[config.mk]
export PLATFORM = sky130hd
export DESIGN_NAME = sd_block_read_ctrl
export DESIGN_NICKNAME = d
export VERILOG_FILES = /design/src/rtl/sd_block_read_ctrl.sv
export SDC_FILE = /design/constraint.sdc
export NUM_CORES = 1
export LEC_CHECK = 0
export ABC_AREA = 1
export BUFFER_PORTS_ARGS = -buffer_cell sky130_fd_sc_hd__buf_2
export CAP_MARGIN = 20
export CORE_AREA = 5 5 105 116
export DETAILED_ROUTE_END_ITERATION = 8
export DIE_AREA = 0 0 110 121
export PLACE_DENSITY = 0.7
export SYNTH_ARGS = -nofsm -noshare
export SYNTH_HDL_FRONTEND = slang
export SYNTH_SLANG_ARGS = --single-unit
[constraint.sdc]
create_clock -name clk_i -period 2.05 [get_ports clk_i]
set_input_delay 0.41 -clock clk_i [delete_from_list [all_inputs] [get_ports clk_i]]
set_output_delay 0.41 -clock clk_i [all_outputs]
set_load 0.02 [all_outputs]
[src/rtl/sd_block_read_ctrl.sv]
// rtl/sd_block_read_ctrl.sv - SD CMD17 single-block read sequencer over a byte-wide SPI engine
// Frames CMD17, polls R1 and the data token, streams 512 payload bytes, and drops the CRC.
module sd_block_read_ctrl #(
  parameter int R1_POLLS    = 8,
  parameter int TOKEN_POLLS = 4096
) (
  input  logic        clk_i,
  input  logic        reset_i,
  input  logic        start_i,
  input  logic [31:0] lba_i,
  input  logic        sdhc_i,
  output logic        busy_o,
  output logic        done_o,
  output logic        error_o,
  output logic [2:0]  err_code_o,
  output logic [7:0]  r1_o,
  output logic [7:0]  data_out_o,
  output logic        data_valid_o,
  output logic [8:0]  data_index_o,
  output logic        spi_cs_n_o,
  output logic [7:0]  spi_tx_byte_o,
  output logic        spi_start_o,
  input  logic        spi_ready_i,
  input  logic [7:0]  spi_rx_byte_i
);

  localparam logic [12:0] R1_LAST  = 13'(R1_POLLS - 1);
  localparam logic [12:0] TOK_LAST = 13'(TOKEN_POLLS - 1);

  typedef enum logic [3:0] {
    S_IDLE, S_PRE, S_CMD, S_R1, S_TOKEN, S_DATA, S_CRC, S_POST, S_FIN
  } state_e;

  typedef enum logic [1:0] {
    PH_ISSUE, PH_WAIT_LOW, PH_WAIT_HIGH
  } phase_e;

  state_e      state_q;
  phase_e      phase_q;
  logic [12:0] cnt_q;
  logic [31:0] addr_q;
  logic        busy_q;
  logic        done_q;
  logic        error_q;
  logic [2:0]  err_code_q;
  logic [7:0]  r1_q;
  logic [7:0]  data_out_q;
  logic        data_valid_q;
  logic [8:0]  data_index_q;
  logic        cs_n_q;
  logic [7:0]  spi_tx_byte_q;
  logic        spi_start_q;

  logic        xfer_done_d;
  logic [7:0]  tx_byte_d;

  // A transfer is complete on the first cycle ready returns high after it dropped.
  assign xfer_done_d = (phase_q == PH_WAIT_HIGH) && spi_ready_i;

  always_comb begin
    tx_byte_d = 8'hFF;
    if (state_q == S_CMD) begin
      case (cnt_q[2:0])
        3'd0:    tx_byte_d = 8'h51;
        3'd1:    tx_byte_d = addr_q[31:24];
        3'd2:    tx_byte_d = addr_q[23:16];
        3'd3:    tx_byte_d = addr_q[15:8];
        3'd4:    tx_byte_d = addr_q[7:0];
        default: tx_byte_d = 8'hFF;
      endcase
    end
  end

  always_ff @(posedge clk_i) begin
    if (reset_i) begin
      state_q       <= S_IDLE;
      phase_q       <= PH_ISSUE;
      cnt_q         <= '0;
      addr_q        <= '0;
      busy_q        <= 1'b0;
      done_q        <= 1'b0;
      error_q       <= 1'b0;
      err_code_q    <= 3'd0;
      r1_q          <= 8'hFF;
      data_out_q    <= 8'h00;
      data_valid_q  <= 1'b0;
      data_index_q  <= 9'd0;
      cs_n_q        <= 1'b1;
      spi_tx_byte_q <= 8'hFF;
      spi_start_q   <= 1'b0;
    end else begin
      spi_start_q  <= 1'b0;
      done_q       <= 1'b0;
      data_valid_q <= 1'b0;

      if (state_q != S_IDLE && state_q != S_FIN) begin
        case (phase_q)
          PH_ISSUE: begin
            if (spi_ready_i) begin
              spi_start_q   <= 1'b1;
              spi_tx_byte_q <= tx_byte_d;
              phase_q       <= PH_WAIT_LOW;
            end
          end
          PH_WAIT_LOW:  if (!spi_ready_i) phase_q <= PH_WAIT_HIGH;
          PH_WAIT_HIGH: if (spi_ready_i) phase_q <= PH_ISSUE;
          default:      phase_q <= PH_ISSUE;
        endcase
      end

      case (state_q)
        S_IDLE: begin
          // A start coinciding with done belongs to the finishing command's consumer; drop it.
          if (start_i && !done_q) begin
            addr_q     <= sdhc_i ? lba_i : {lba_i[22:0], 9'd0};
            busy_q     <= 1'b1;
            cs_n_q     <= 1'b0;
            error_q    <= 1'b0;
            err_code_q <= 3'd0;
            r1_q       <= 8'hFF;
            phase_q    <= PH_ISSUE;
            cnt_q      <= '0;
            state_q    <= S_PRE;
          end
        end
        S_PRE: begin
          if (xfer_done_d) begin
            cnt_q   <= '0;
            state_q <= S_CMD;
          end
        end
        S_CMD: begin
          if (xfer_done_d) begin
            if (cnt_q == 13'd5) begin
              cnt_q   <= '0;
              state_q <= S_R1;
            end else begin
              cnt_q <= cnt_q + 13'd1;
            end
          end
        end
        S_R1: begin
          if (xfer_done_d) begin
            if (spi_rx_byte_i == 8'hFF) begin
              if (cnt_q == R1_LAST) begin
                err_code_q <= 3'd1;
                cs_n_q     <= 1'b1;
                state_q    <= S_POST;
              end else begin
                cnt_q <= cnt_q + 13'd1;
              end
            end else begin
              r1_q <= spi_rx_byte_i;
              if (spi_rx_byte_i == 8'h00) begin
                cnt_q   <= '0;
                state_q <= S_TOKEN;
              end else begin
                err_code_q <= 3'd2;
                cs_n_q     <= 1'b1;
                state_q    <= S_POST;
              end
            end
          end
        end
        S_TOKEN: begin
          if (xfer_done_d) begin
            if (spi_rx_byte_i == 8'hFE) begin
              cnt_q   <= '0;
              state_q <= S_DATA;
            end else if (spi_rx_byte_i == 8'hFF) begin
              if (cnt_q == TOK_LAST) begin
                err_code_q <= 3'd3;
                cs_n_q     <= 1'b1;
                state_q    <= S_POST;
              end else begin
                cnt_q <= cnt_q + 13'd1;
              end
            end else begin
              err_code_q <= 3'd4;
              cs_n_q     <= 1'b1;
              state_q    <= S_POST;
            end
          end
        end
        S_DATA: begin
          if (xfer_done_d) begin
            data_out_q   <= spi_rx_byte_i;
            data_valid_q <= 1'b1;
            data_index_q <= cnt_q[8:0];
            if (cnt_q == 13'd511) begin
              cnt_q   <= '0;
              state_q <= S_CRC;
            end else begin
              cnt_q <= cnt_q + 13'd1;
            end
          end
        end
        S_CRC: begin
          if (xfer_done_d) begin
            if (cnt_q == 13'd1) begin
              cs_n_q  <= 1'b1;
              state_q <= S_POST;
            end else begin
              cnt_q <= cnt_q + 13'd1;
            end
          end
        end
        S_POST: begin
          if (xfer_done_d) state_q <= S_FIN;
        end
        S_FIN: begin
          done_q  <= 1'b1;
          busy_q  <= 1'b0;
          error_q <= (err_code_q != 3'd0);
          state_q <= S_IDLE;
        end
        default: state_q <= S_IDLE;
      endcase
    end
  end

  assign busy_o        = busy_q;
  assign done_o        = done_q;
  assign error_o       = error_q;
  assign err_code_o    = err_code_q;
  assign r1_o          = r1_q;
  assign data_out_o    = data_out_q;
  assign data_valid_o  = data_valid_q;
  assign data_index_o  = data_index_q;
  assign spi_cs_n_o    = cs_n_q;
  assign spi_tx_byte_o = spi_tx_byte_q;
  assign spi_start_o   = spi_start_q;

endmodule

## Yosys cells after proc, flatten, opt, wreduce, memory -nomap -nowiden

Cells that the tools add are included.

| storage, ports and cells | value |
|---|---|
| register bits | 93 |
| input port bits | 45 |
| output and inout bits | 42 |
| logic and storage cells | 166 |

| operators by class | value |
|---|---|
| add/sub/neg operators | 1 |
| eq/ne operators | 44 |
| multiplexer cells | 77 |
| bitwise logic cells | 3 |
| reductions and logical operators | 26 |

Operators by type and width:

| kind | count |
|---|---|
| two-way mux 13 bit | 16 |
| case mux 13 bit (7 select lines) | 1 |
| two-way mux 4 bit | 16 |
| case mux 8 bit (5 select lines) | 1 |
| two-way mux 32 bit | 1 |
| two-way mux 8 bit | 4 |
| case mux 4 bit (8 select lines) | 1 |
| two-way mux 3 bit | 9 |
| equality test 13 x 3 -> 1 bit (second input constant) | 2 |
| != test 2 bit (second input constant) | 13 |
| AND reduction 13 bit | 2 |
| != test 3 bit (second input constant) | 7 |
| equality test 4 x 3 -> 1 bit (second input constant) | 4 |
| equality test 8 bit (second input constant) | 2 |
| case mux 8 bit (2 select lines) | 1 |
| two-way mux 1 bit | 15 |
| two-way mux 2 bit | 7 |
| adder 13 x 1 -> 13 bit (second input constant) | 1 |
| equality test 13 x 1 -> 1 bit (second input constant) | 1 |
| equality test 13 x 12 -> 1 bit (second input constant) | 1 |
| equality test 13 x 9 -> 1 bit (second input constant) | 1 |
| AND reduction 10 bit | 1 |
| case mux 3 bit (3 select lines) | 1 |
| equality test 4 x 2 -> 1 bit (second input constant) | 2 |
| 29 further kinds | 41 |

## Longest topological paths before layout

| depth | value |
|---|---|
| word-level depth | 6 |
| mapped depth | 14 |
| gate-level depth less buffers | 13 |

## Least setup slack after synthesis

No wires, ideal clock.

| timing | value |
|---|---|
| kind | register to register |
| from | register cnt_q[1] |
| to | register cnt_q[4] |
| setup time | 0.113 ns |
| data arrival time | 1.671 ns |
| data required time | 1.937 ns |
| path slack | 0.267 ns |
| stages on the path, launching flop included | 15 |
| buffers on the path | 1 |
| period minus slack after synthesis | 1.783 ns |
| cell sequence | dfxtp_1 > inv_1 > ha_1 > inv_1 > nor2_2 > nand2_1 > nor2_1 > nand3_1 > nand3_2 > nor2_8 > nand2_4 > buf_6 > nand2_1 > nand2_1 > nor2_1 |

| between the ends | value |
|---|---|
| word-level cells in the longest chain between the ends | 6 |
| elaborated cells between the ends (all ways) | 24 |
| classes of those cells | 1 x add/sub; 8 x eq/ne; 14 x mux; 1 x reduce/logical |

Ends and longest elaborated chain:

| item | line | RTL |
|---|---|---|
| from (decl) | 40 | `logic [12:0] cnt_q;` |
| from (signal assigned) | 138 | `cnt_q <= cnt_q + 13'd1;` |
| from (signal assigned) | 150 | `cnt_q <= cnt_q + 13'd1;` |
| from (signal assigned) | 176 | `cnt_q <= cnt_q + 13'd1;` |
| adder 13 x 1 -> 13 bit | -- |  |
| two-way mux 13 bit | 171 | `if (cnt_q == TOK_LAST) begin` |
| two-way mux 13 bit | 170 | `end else if (spi_rx_byte_i == 8'hFF) begin` |
| two-way mux 13 bit | 167 | `if (spi_rx_byte_i == 8'hFE) begin` |
| two-way mux 13 bit | 166 | `if (xfer_done_d) begin` |
| case mux 13 bit (7 select lines) | 111 | `case (state_q)` |

Parallel ways exist; a longest one is shown, timed or not. The select of a mux whose other input is x is not followed.
A chain may end at the register's enable or synchronous reset.

## Final worst setup path

| timing | value |
|---|---|
| from | register cnt_q[1] |
| to | register spi_tx_byte_q[4] (netlist: spi_tx_byte_o[4]) |

| between the ends | value |
|---|---|
| word-level cells in the longest chain between the ends | 3 |
| elaborated cells between the ends (all ways) | 7 |
| classes of those cells | 4 x eq/ne; 2 x mux; 1 x reduce/logical |

Ends and longest elaborated chain:

| item | line | RTL |
|---|---|---|
| equality test 3 bit, or another cell as far along | 63 | `case (cnt_q[2:0])` |
| case mux 8 bit (5 select lines) * | 63 |  |
| two-way mux 8 bit * | 62 | `if (state_q == S_CMD) begin` |
| to (signal assigned) | 101 | `spi_tx_byte_q <= tx_byte_d;` |
| to (decl) | 51 | `logic [7:0] spi_tx_byte_q;` |

Mark *: on every way between the ends. The rest lies on a longest branch, timed or not.

==> flow_results.xml <==
<?xml version="1.0" encoding="UTF-8"?>
<metrics>
  <group name="global_routing">
    <metric name="wire_length_of_the_first_global_routing_pass" unit="µm">19840</metric>
    <metric name="grt_antenna_before_repair" unit="">0</metric>
    <metric name="globalRouteOverflowTotal" unit="">0</metric>
    <metric name="grt_pass1_vias" unit="">4342</metric>
    <metric name="grt.total_usage" unit="%">18.55</metric>
    <metric name="grt_max_degree" unit="">55</metric>
  </group>
  <group name="cts">
    <metric name="cts_max_level" unit="">3</metric>
    <metric name="worstSkewPairLatency" unit="ns">0.34</metric>
    <metric name="cts.sinks" unit="">93</metric>
    <metric name="ctsRootBufferMaster" unit="">sky130_fd_sc_hd__clkbuf_16</metric>
    <metric name="cts.reportedPaths.clkPinSlew" unit="ns">0.07</metric>
    <metric name="number_of_buffers_added_by_the_clock_tree_synthesis_step" unit="">9</metric>
    <metric name="cts_max_path_buffers" unit="">2</metric>
    <metric name="cts_tree" unit="">done</metric>
  </group>
  <group name="placement">
    <metric name="placement_stage_cell_area" unit="mm²">0.005426</metric>
    <metric name="dp_hpwl" unit="µm">8847</metric>
    <metric name="io_buffers" unit="">86</metric>
    <metric name="place_ws" unit="ns">0.08126</metric>
    <metric name="gp_congestion" unit="">0.9111</metric>
  </group>
  <group name="sta">
    <metric name="timing.final.crit_share" unit="%">90.30</metric>
    <metric name="clock.fmax" unit="GHz">0.5402</metric>
    <metric name="final_hold_viol_count" unit="">0</metric>
    <metric name="period_needed" unit="ns">1.851</metric>
    <metric name="final_tns_setup" unit="ns">0</metric>
    <metric name="grt_setup_unrepaired" unit="">no</metric>
    <metric name="timing.final.ws_setup" unit="ns">0.1988</metric>
    <metric name="finalMaxSlewViolations" unit="">0</metric>
    <metric name="setup_viol" unit="">0</metric>
    <metric name="timing.max_slew.rel_slack" unit="%">72.97</metric>
    <metric name="clock_skew" unit="ns">0.009132</metric>
    <metric name="worst_pin_slew" unit="ns">0.4012</metric>
  </group>
  <group name="worst_setup_path">
    <metric name="critical_path_cell_list" unit="">inv_1, ha_1, inv_1, nor2_2, buf_4, nor3_1, o21ai_0, nand3_1, o21ai_0, nand2_1</metric>
    <metric name="end_kind" unit="">register</metric>
    <metric name="path_max_fanout" unit="">9</metric>
    <metric name="setup.reg_to_reg.worst_slack" unit="ns">0.20</metric>
    <metric name="r2r_end" unit="">spi_tx_byte_o[4]$_SDFFE_PP1P_</metric>
    <metric name="worstReg2RegStart" unit="">cnt_q[1]$_SDFFE_PP0P_</metric>
    <metric name="cp_data_arrival_time" unit="ns">2.08</metric>
    <metric name="r2r_cells" unit="">10</metric>
    <metric name="setup.worst_path.class" unit="">reg2reg</metric>
    <metric name="critPathLaunchType" unit="">register</metric>
    <metric name="endpoint" unit="">spi_tx_byte_o[4]$_SDFFE_PP1P_</metric>
    <metric name="slowest_delay" unit="ns">0.34</metric>
    <metric name="worstPathRequired" unit="ns">2.28</metric>
    <metric name="crit_path_from" unit="">cnt_q[1]$_SDFFE_PP0P_</metric>
    <metric name="critical-path-slowest-cell" unit="">sky130_fd_sc_hd__dfxtp_1</metric>
  </group>
  <group name="synthesis">
    <metric name="synth.lib_cells_used.distinct" unit="">34</metric>
    <metric name="synthesis.area" unit="mm²">0.004755</metric>
    <metric name="syn-instance-count" unit="">727</metric>
    <metric name="synth.yosys.seq_area_share" unit="%">39.16</metric>
    <metric name="average_footprint_of_a_synthesized_cell" unit="µm²">6.540</metric>
    <metric name="total_nets_after_synthesis" unit="">777</metric>
    <metric name="ys_warn_count" unit="">0</metric>
    <metric name="flops_latches_synth" unit="">93</metric>
  </group>
  <group name="detailed_routing">
    <metric name="route.detailed.vias_per_inst" unit="">4.923</metric>
    <metric name="top_signal_layer_used" unit="">met4</metric>
    <metric name="routed-via-count" unit="">4761</metric>
    <metric name="routed_wire_length_per_instance" unit="µm">12.41</metric>
    <metric name="detail_route.iter0.violations" unit="">243</metric>
    <metric name="remaining_drc_errors" unit="">0</metric>
    <metric name="routed_wire_length_on_met2" unit="µm">5445</metric>
    <metric name="route.antenna.remaining_nets" unit="">0</metric>
    <metric name="drtPass1Iterations" unit="">5</metric>
    <metric name="wl_met3" unit="µm">736</metric>
    <metric name="postRouteWirelength" unit="µm">12000</metric>
    <metric name="met1Wirelength" unit="µm">5601</metric>
  </group>
  <group name="final_layout">
    <metric name="num_antenna_cells" unit="">0</metric>
    <metric name="fin_area" unit="mm²">0.005728</metric>
    <metric name="seq_area" unit="mm²">0.001862</metric>
    <metric name="multi_input_comb_area" unit="mm²">0.002464</metric>
    <metric name="final_nets" unit="">865</metric>
    <metric name="filler_cell_count" unit="">1108</metric>
    <metric name="syn_to_final_growth" unit="%">20.47</metric>
    <metric name="drive_gt1_share" unit="%">18.29</metric>
  </group>
  <group name="power_and_ir_drop">
    <metric name="worst_case_vdd_ir_drop" unit="mV">0.6284</metric>
    <metric name="pwrdens" unit="mW/mm²">1202</metric>
    <metric name="power.static_leakage" unit="µW">0.002682</metric>
  </group>
  <group name="worst_hold_path">
    <metric name="whs_path_depth" unit="">3</metric>
    <metric name="worstHoldStart" unit="">lba_i[1]</metric>
    <metric name="hold_path_class" unit="">in2reg</metric>
  </group>
  <group name="floorplan">
    <metric name="initial_core_util" unit="%">43.78</metric>
    <metric name="die-width" unit="µm">110</metric>
    <metric name="boundary_pins" unit="">87</metric>
    <metric name="floorplan.core_area" unit="mm²">0.01086</metric>
    <metric name="dieArea" unit="mm²">0.01331</metric>
    <metric name="floorplan.die.height" unit="µm">121</metric>
    <metric name="rows" unit="">40</metric>
  </group>
  <group name="run_status">
    <metric name="status" unit="">completed</metric>
  </group>
  <group name="run">
    <metric name="max_cap_violations" unit="">0</metric>
  </group>
</metrics>
## timing repair
item,in CTS,in global routing
gates resized for setup,0,6
setup endpoints to repair,0,21
setup buffers,0,2
hold buffers,0,0
## where the power goes
group / switching, µW / internal, µW
logic: 1890 / 1010
clock network: 711 / 825
registers: 240 / 2200
total: 2840 / 4040
## per-stage QoR
stage	hold WS (ns)	power, µW	std cells	utilization [%]
after CTS	0.3303	6917	965	52.44
final	0.3400	6887	967	52.74
after detailed placement	0.4378	5377	949	49.97
after global placement	0.4400	5369	949	49.97
after global routing	0.3381	7456	967	52.74
after floorplan	0.4281	4585	727	-
## state kept, by name, indices dropped and copies added, names as in the netlist
| name | flops |
|---|---|
| data_valid_o | 1 |
| error_o | 1 |
| r1_o | 8 |
| data_out_o | 8 |
| addr_q | 32 |
| spi_tx_byte_o | 8 |
| cnt_q | 13 |
| err_code_o | 3 |
| done_o | 1 |
| state_q | 4 |
| phase_q | 2 |
| busy_o | 1 |
| spi_start_o | 1 |
| spi_cs_n_o | 1 |
| data_index_o | 9 |
## final cells by class
cell class / count / area share (%)
multi-input cells: 519 / 43.01
well taps: 147 / 3.211
clock inverters: 5 / 0.6335
clock buffers: 11 / 4.063
flip-flops and latches: 93 / 32.50
repair buffers: 105 / 10.88
inverters: 87 / 5.701
## cells by family after synthesis
group / count (synthesis) / share of synthesized area, %
compound gates: 162 / 17.82
xor+xnor: 3 / 0.5527
flops: 93 / 39.16
buf+inv: 115 / 9.395
fa+ha+maj: 5 / 1.316
simple gates: 349 / 31.76
## cell usage in the layout, fill, tap and decap left out, types with 4 or more instances in the layout
cell type and count:
sky130_fd_sc_hd__nand2_1 163, sky130_fd_sc_hd__nor2_1 102, sky130_fd_sc_hd__dfxtp_1 93, sky130_fd_sc_hd__buf_2 86
sky130_fd_sc_hd__a21oi_1 80, sky130_fd_sc_hd__inv_1 78, sky130_fd_sc_hd__o21ai_0 70, sky130_fd_sc_hd__nand3_1 39
sky130_fd_sc_hd__buf_4 15, sky130_fd_sc_hd__nand4_1 13, sky130_fd_sc_hd__clkbuf_16 9, sky130_fd_sc_hd__nor2_2 8
sky130_fd_sc_hd__inv_2 8, sky130_fd_sc_hd__nor3_1 8, sky130_fd_sc_hd__o2111ai_1 6, sky130_fd_sc_hd__nand2_2 5
sky130_fd_sc_hd__ha_1 5, sky130_fd_sc_hd__buf_12 4
## how the worst min path moves through the flow
stage	slack (ns)	end
6_report	0.34	addr_q[1]$_SDFFE_PP0P_
4_1_cts	0.33	addr_q[1]$_SDFFE_PP0P_
3_5_place_dp	0.44	r1_o[0]$_SDFFE_PP1P_
5_1_grt	0.34	addr_q[3]$_SDFFE_PP0P_
2_1_floorplan	0.43	addr_q[8]$_SDFFE_PP0P_
3_3_place_gp	0.44	r1_o[0]$_SDFFE_PP1P_
## metal layers
metal,GRT usage (%),up-vias
li1,-,2536
met1,24.63,2087
met2,29.59,122
met3,3.938,16
met4,6.391,0
met5,0,-
## Yosys cell counts (all sizes together)
cell type,count,share of area [%]
o22ai,1,0.13
nor3b,1,0.16
buf,10,1.1
nand3b,2,0.58
nor2,113,9.8
nand2,169,14
o41ai,1,0.18
inv,86,6.8
nor3,9,1.2
o2111ai,6,1.1
o31ai,1,0.16
xor2,3,0.55
nand3,42,4.6
o211ai,1,0.16
nand4,13,1.7
clkinv,1,0.079
clkbuf,18,1.4
o21ai,71,7.5
dfxtp,93,39
ha,5,1.3
a21oi,81,8.6
## worst max-delay path, delay by kind of cell, from the launching register on
family                     cells  cell delay, ns
DFF                            1            0.34
adders and majority gates      1            0.20
buffers and inverters          3            0.38
AOI/OAI and AO/OA              2            0.40
and+or+nand+nor                4            0.42
Power figures use the tool's default switching activity.
